<file path="src/rtl/lcd_char_source.sv">
// Two-button character selector for an LCD: synchronized, debounced up/down buttons step a printable ASCII code.
// Optional auto-repeat while a button is held is enabled by defining LCD_CHAR_AUTO_REPEAT_EN.
module lcd_char_source #(
  parameter int DEBOUNCE_CYC = 1000000,
  parameter int REPEAT_DELAY = 25000000,
  parameter int REPEAT_RATE  = 5000000
) (
  input  logic       clk,
  input  logic       rst_n,
  input  logic       btn_up_n,
  input  logic       btn_dn_n,
  output logic [7:0] char_out,
  output logic       step_pulse
);

  localparam int DW = $clog2(DEBOUNCE_CYC + 1);
  localparam logic [7:0] CHAR_RESET = 8'h41;
  localparam logic [7:0] CHAR_MIN   = 8'h20;
  localparam logic [7:0] CHAR_MAX   = 8'h7E;

  // Arming needs a stable window longer than the synchronizer's reset-released latency.
  if (DEBOUNCE_CYC < 3 || REPEAT_DELAY < 1 || REPEAT_RATE < 1) begin : g_bad_cfg
    $error("lcd_char_source: DEBOUNCE_CYC must be >= 3 and repeat timings >= 1");
  end

  function automatic logic [7:0] char_next(input logic [7:0] c, input logic up);
    logic [7:0] n;
    if (up) n = (c >= CHAR_MAX) ? CHAR_MIN : c + 8'd1;
    else    n = (c <= CHAR_MIN) ? CHAR_MAX : c - 8'd1;
    return n;
  endfunction

`ifdef LCD_CHAR_AUTO_REPEAT_EN
  typedef enum logic [1:0] {S_IDLE = 2'd0, S_HOLD = 2'd1, S_REPEAT = 2'd2} state_t;
  localparam int RMAX = (REPEAT_DELAY > REPEAT_RATE) ? REPEAT_DELAY : REPEAT_RATE;
  localparam int TW   = $clog2(RMAX + 1);
  logic [TW-1:0] timer_r, timer_nxt_s;
`else
  typedef enum logic [1:0] {S_IDLE = 2'd0, S_HOLD = 2'd1} state_t;
`endif

  state_t state_r, state_nxt_s;
  logic   up_meta_r, up_sync_r, dn_meta_r, dn_sync_r;
  logic [1:0]         sync_s, db_n_r;
  logic [1:0][DW-1:0] db_cnt_r;
  logic [DW-1:0]      arm_cnt_r;
  logic armed_r, dir_r, dir_nxt_s, step_s, step_up_s;
  logic up_p_s, dn_p_s, hold_ok_s;

  assign sync_s    = {dn_sync_r, up_sync_r};
  assign up_p_s    = ~db_n_r[0];
  assign dn_p_s    = ~db_n_r[1];
  assign hold_ok_s = dir_r ? (up_p_s & ~dn_p_s) : (dn_p_s & ~up_p_s);

  // Two-flop synchronizers for both raw buttons.
  always_ff @(posedge clk or negedge rst_n) begin
    if (!rst_n) begin
      up_meta_r <= 1'b1;
      up_sync_r <= 1'b1;
      dn_meta_r <= 1'b1;
      dn_sync_r <= 1'b1;
    end else begin
      up_meta_r <= btn_up_n;
      up_sync_r <= up_meta_r;
      dn_meta_r <= btn_dn_n;
      dn_sync_r <= dn_meta_r;
    end
  end

  // Per-button debounce; arming requires both buttons released so a press held through reset is ignored.
  always_ff @(posedge clk or negedge rst_n) begin
    if (!rst_n) begin
      db_n_r    <= 2'b11;
      db_cnt_r  <= '0;
      arm_cnt_r <= '0;
      armed_r   <= 1'b0;
    end else begin
      for (int i = 0; i < 2; i++) begin
        if (sync_s[i] != db_n_r[i]) begin
          if (db_cnt_r[i] == DW'(DEBOUNCE_CYC - 1)) begin
            db_n_r[i]   <= sync_s[i];
            db_cnt_r[i] <= '0;
          end else begin
            db_cnt_r[i] <= db_cnt_r[i] + DW'(1);
          end
        end else begin
          db_cnt_r[i] <= '0;
        end
      end
      if (!armed_r) begin
        if (sync_s == 2'b11) begin
          if (arm_cnt_r == DW'(DEBOUNCE_CYC - 1)) armed_r <= 1'b1;
          arm_cnt_r <= arm_cnt_r + DW'(1);
        end else begin
          arm_cnt_r <= '0;
        end
      end
    end
  end

  // Control FSM next-state and step decision.
  always_comb begin
    state_nxt_s = state_r;
    dir_nxt_s   = dir_r;
    step_s      = 1'b0;
    step_up_s   = dir_r;
`ifdef LCD_CHAR_AUTO_REPEAT_EN
    timer_nxt_s = timer_r;
`endif
    case (state_r)
      S_IDLE: begin
        if (armed_r && (up_p_s ^ dn_p_s)) begin
          step_s      = 1'b1;
          step_up_s   = up_p_s;
          dir_nxt_s   = up_p_s;
          state_nxt_s = S_HOLD;
`ifdef LCD_CHAR_AUTO_REPEAT_EN
          timer_nxt_s = '0;
`endif
        end else begin
          state_nxt_s = S_IDLE;
        end
      end
      S_HOLD: begin
        if (!hold_ok_s) begin
          state_nxt_s = S_IDLE;
        end else begin
`ifdef LCD_CHAR_AUTO_REPEAT_EN
          if (timer_r == TW'(REPEAT_DELAY - 1)) begin
            step_s      = 1'b1;
            timer_nxt_s = '0;
            state_nxt_s = S_REPEAT;
          end else begin
            timer_nxt_s = timer_r + TW'(1);
          end
`else
          state_nxt_s = S_HOLD;
`endif
        end
      end
`ifdef LCD_CHAR_AUTO_REPEAT_EN
      S_REPEAT: begin
        if (!hold_ok_s) begin
          state_nxt_s = S_IDLE;
        end else if (timer_r == TW'(REPEAT_RATE - 1)) begin
          step_s      = 1'b1;
          timer_nxt_s = '0;
        end else begin
          timer_nxt_s = timer_r + TW'(1);
        end
      end
`endif
      default: state_nxt_s = S_IDLE;
    endcase
  end

  // State, timer and registered outputs.
  always_ff @(posedge clk or negedge rst_n) begin
    if (!rst_n) begin
      state_r    <= S_IDLE;
      dir_r      <= 1'b0;
      char_out   <= CHAR_RESET;
      step_pulse <= 1'b0;
`ifdef LCD_CHAR_AUTO_REPEAT_EN
      timer_r    <= '0;
`endif
    end else begin
      state_r    <= state_nxt_s;
      dir_r      <= dir_nxt_s;
      step_pulse <= step_s;
      if (step_s) char_out <= char_next(char_out, step_up_s);
`ifdef LCD_CHAR_AUTO_REPEAT_EN
      timer_r    <= timer_nxt_s;
`endif
    end
  end

endmodule

</file>
<file path="config.mk">
export PLATFORM = sky130hd
export DESIGN_NAME = lcd_char_source
export DESIGN_NICKNAME = d
export VERILOG_FILES = /design/src/rtl/lcd_char_source.sv
export SDC_FILE = /design/constraint.sdc
export NUM_CORES = 1
export LEC_CHECK = 0
export CAP_MARGIN = 20
export CORE_MARGIN = 1.5
export CORE_UTILIZATION = 25
export CTS_BUF_LIST = sky130_fd_sc_hd__clkbuf_4
export CTS_CLUSTER_SIZE = 30
export DETAILED_ROUTE_END_ITERATION = 10
export GPL_ROUTABILITY_DRIVEN = 1
export MAX_ROUTING_LAYER = met4
export PLACE_DENSITY = 0.45
export SYNTH_ARGS = -nofsm -noshare
export SYNTH_HDL_FRONTEND = slang
export SYNTH_SLANG_ARGS = --single-unit
export TNS_END_PERCENT = 50
</file>
<file path="constraint.sdc">
create_clock -name clk -period 6.3 [get_ports clk]
set_input_delay 0.63 -clock clk [delete_from_list [all_inputs] [get_ports clk]]
set_output_delay 0.63 -clock clk [all_outputs]
set_load 0.05 [all_outputs]
</file>
==> qor.yml <==
antenna_found_initial: 1
synth_ff_type: "dfrtp_1"
via_per_inst: 4.72
drt_iter0_markers: 236
cp_data_arrival_time_ns: 3.04
synthArstFlopShare: 1.00
drv_slew: 0
status: "finished, final reports clean"
core_area_mm2: 0.0160
postRouteAntennaNets: 0
rows: 46
die_w_um: 132
crit_path_cell_trace: "inv_1, ha_1, or3b_2, inv_1, nor2_1, a211oi_1, a221oi_1"
cts_hold_buf: 0
cts_sinks: 78
clk_latency_ns: 0.46
grt_max_degree: 79
critPathMaxStageDelay_ns: 0.75
netlist_area_mm2: 0.00414
numPortBuffers: 12
drc: 0
r2r_cells: 7
relSlewSlack: 0.454
synth_fp_nets: 446
worst_pin_slew_ns: 0.819
critPathKind: "reg -> reg"
grt_pass1_vias: 3051
syn2layout_area_growth_pct: 12.1
synth_top_area_cell: "dfrtp_1"
drive_above_1_share: 0.0940
final_nets: 454
gp_congestion: 0.774
total_power_mw: 0.901
setup_tns_ns: 0
sw_frac_of_total: 0.248
post-cts-setup-buffer-count: 0
vdd_drop_max_uv: 65.1
cellPowerDensity_mw_per_mm2: 194
start_util: 0.259
die_y_um: 132
cts_buffers: 9
worstPathRequired_ns: 6.65
ctsResizeCount: 0
setup_viol: 0
crit_fanout: 17
seq_area_frac_synth: 0.474
ios: 13
grt_pass1_wl_mm: 15.1
num_vias: 3136
period_needed_ns: 2.69
htree_num_levels: 3
grt-ovfl-total: 0
ys_seq_elements: 78
fin_crit_sh: 0.428
critPathMostFrequentCell: "inv_1"
synth_top_cell_area_share: 0.423
p_sw_mw: 0.224
synth.distinct_cells: 55
leakage_nw: 1.69
place_hpwl_mm: 5.61
maxCapViolations: 0
internal_power_mw: 0.677
cpMaxStageDelayCell: "dfstp_2"
drt-total-wl_mm: 8.66
fin_skew_ns: 0.0235
clockBufferDepth: 2
yosys_warnings: 0
p_clk_frac: 0.400
worst-r2r-setup-slack_ns: 3.61
dieArea_mm2: 0.0173
cp-end-kind: "flop"
cts_root_buffer: "clkbuf_4"
rsz0062_at_grt: "false"
clk_pin_slew_ns: 0.14
dr.pass1.iters: 4
worstHoldPathType: "in -> async"
hold_viol: 0
routedWlPerCell_um: 13.0
avgSynthCellArea_um2: 9.53
grtUsageTotal: 0.110
synthCells: 434
synth-edff-count: 0
cp-start-kind: "flop"
synthTopCellsByArea: "dfrtp_1, xnor2_1, nor2_1"
seqPwrFrac: 0.569
combinationalPowerShare: 0.031
cts_tree: "built"
fmax_mhz: 371
Yosys cell counts, types with 3 or more instances:
library cell,n
a211oi_1,3
a21oi_1,21
and3_1,4
clkbuf_1,12
dfrtp_1,70
dfstp_2,8
ha_1,8
inv_1,19
mux2i_1,4
nand2_1,27
nand3_1,26
nand4_1,10
nor2_1,58
nor3_1,16
nor4_1,11
nor4b_1,4
o21ai_0,14
o31ai_1,10
or3_1,16
or4_1,8
xnor2_1,33
xor2_1,9
per-layer routing:
metal	global-route usage	vias to the layer above	routed length, µm
met4	0.0537	0	184
li1	-	1564	-
met1	0.146	1512	4400
met2	0.158	47	3800
met3	0.0228	13	272
met5	-	-	0
flip-flops by register name (all words and copies together) (netlist names):
| register | flops |
|---|---|
| up_meta_r | 1 |
| db_cnt_r | 40 |
| db_n_r | 2 |
| dir_r | 1 |
| char_out | 8 |
| dn_sync_r | 1 |
| armed_r | 1 |
| state_r | 1 |
| arm_cnt_r | 20 |
| step_pulse | 1 |
| up_sync_r | 1 |
| dn_meta_r | 1 |
final cells by class:
type | instances | area, µm²
diodes | 1 | 2.50
clock buffers | 9 | 67.6
clock inverters | 7 | 97.6
fillers | 1727 | 11400
inverters | 19 | 71.3
multi-input cells | 320 | 2010
flip-flops and latches | 78 | 1960
well taps | 216 | 270
repair buffers | 14 | 153
kinds of logic after synthesis:
family / synth area share
xor+xnor: 0.0889
fa+ha+maj: 0.0242
compound gates: 0.107
flops: 0.474
simple gates: 0.250
buf+inv: 0.0399
mux: 0.0151
cell usage in the layout (no fill, tap or decap), types with 3 or more instances in the layout:
cell type        Yosys  final
a211oi_1             3      3
a21oi_1             21     21
and3_1               4      4
clkbuf_4             0      9
clkdlybuf4s50_1      0     11
dfrtp_1             70     70
dfstp_2              8      8
ha_1                 8      8
inv_1               19     19
mux2i_1              4      4
nand2_1             27     27
nand3_1             26     26
nand4_1             10     10
nor2_1              58     58
nor3_1              16     16
nor4_1              11     11
nor4b_1              4      4
o21ai_0             14     14
o31ai_1             10      9
or3_1               16     16
or4_1                8      8
xnor2_1             33     33
xor2_1               9      9
worst max-delay path: cells and delay by family (launching register included):
kind | cells | cell delay, ns
adder cells (fa/ha/maj) | 1 | 0.30
flip-flops | 1 | 0.75
AO/OA/AOI/OAI | 2 | 0.33
buffers and inverters | 2 | 0.48
AND/OR/NAND/NOR | 2 | 0.71
through the flow:
step                      std cells  instance area, µm²  setup WS (ns)  utilization  hold WS (ns)
final                           664                4640           3.61        0.290        0.0816
after global routing            664                4640           3.42        0.290        0.0857
after CTS                       662                4610           3.63        0.288         0.354
after detailed placement        646                4440           3.66        0.278         0.354
after global placement          646                4440           3.70        0.278         0.365
after floorplan                 434                4140           3.93            -         0.334
worst paths after layout:
path | from | to
worst max-delay path | db_n_r[0]$_DFFE_PN1P_ | char_out[5]$_DFFE_PN0P_
worst min-delay path | rst_n | char_out[3]$_DFFE_PN0P_
min in group clk | dn_meta_r$_DFF_PN1_ | dn_sync_r$_DFF_PN1_
max in group asynchronous | rst_n | dn_meta_r$_DFF_PN1_
worst max register to register | db_n_r[0]$_DFFE_PN1P_ | char_out[5]$_DFFE_PN0P_
worst min register to register | dn_meta_r$_DFF_PN1_ | dn_sync_r$_DFF_PN1_
power groups by stage:
stage	clock (mW)	combinational (mW)	sequential, mW
CTS	0.374	0.0278	0.512
floorplan	0	0.0122	0.520
global route	0.397	0.0331	0.514
global placement	0	0.0273	0.521
detailed placement	0	0.0277	0.522
finish	0.360	0.0283	0.512
No activity file was read; power rests on OpenSTA's default activity.
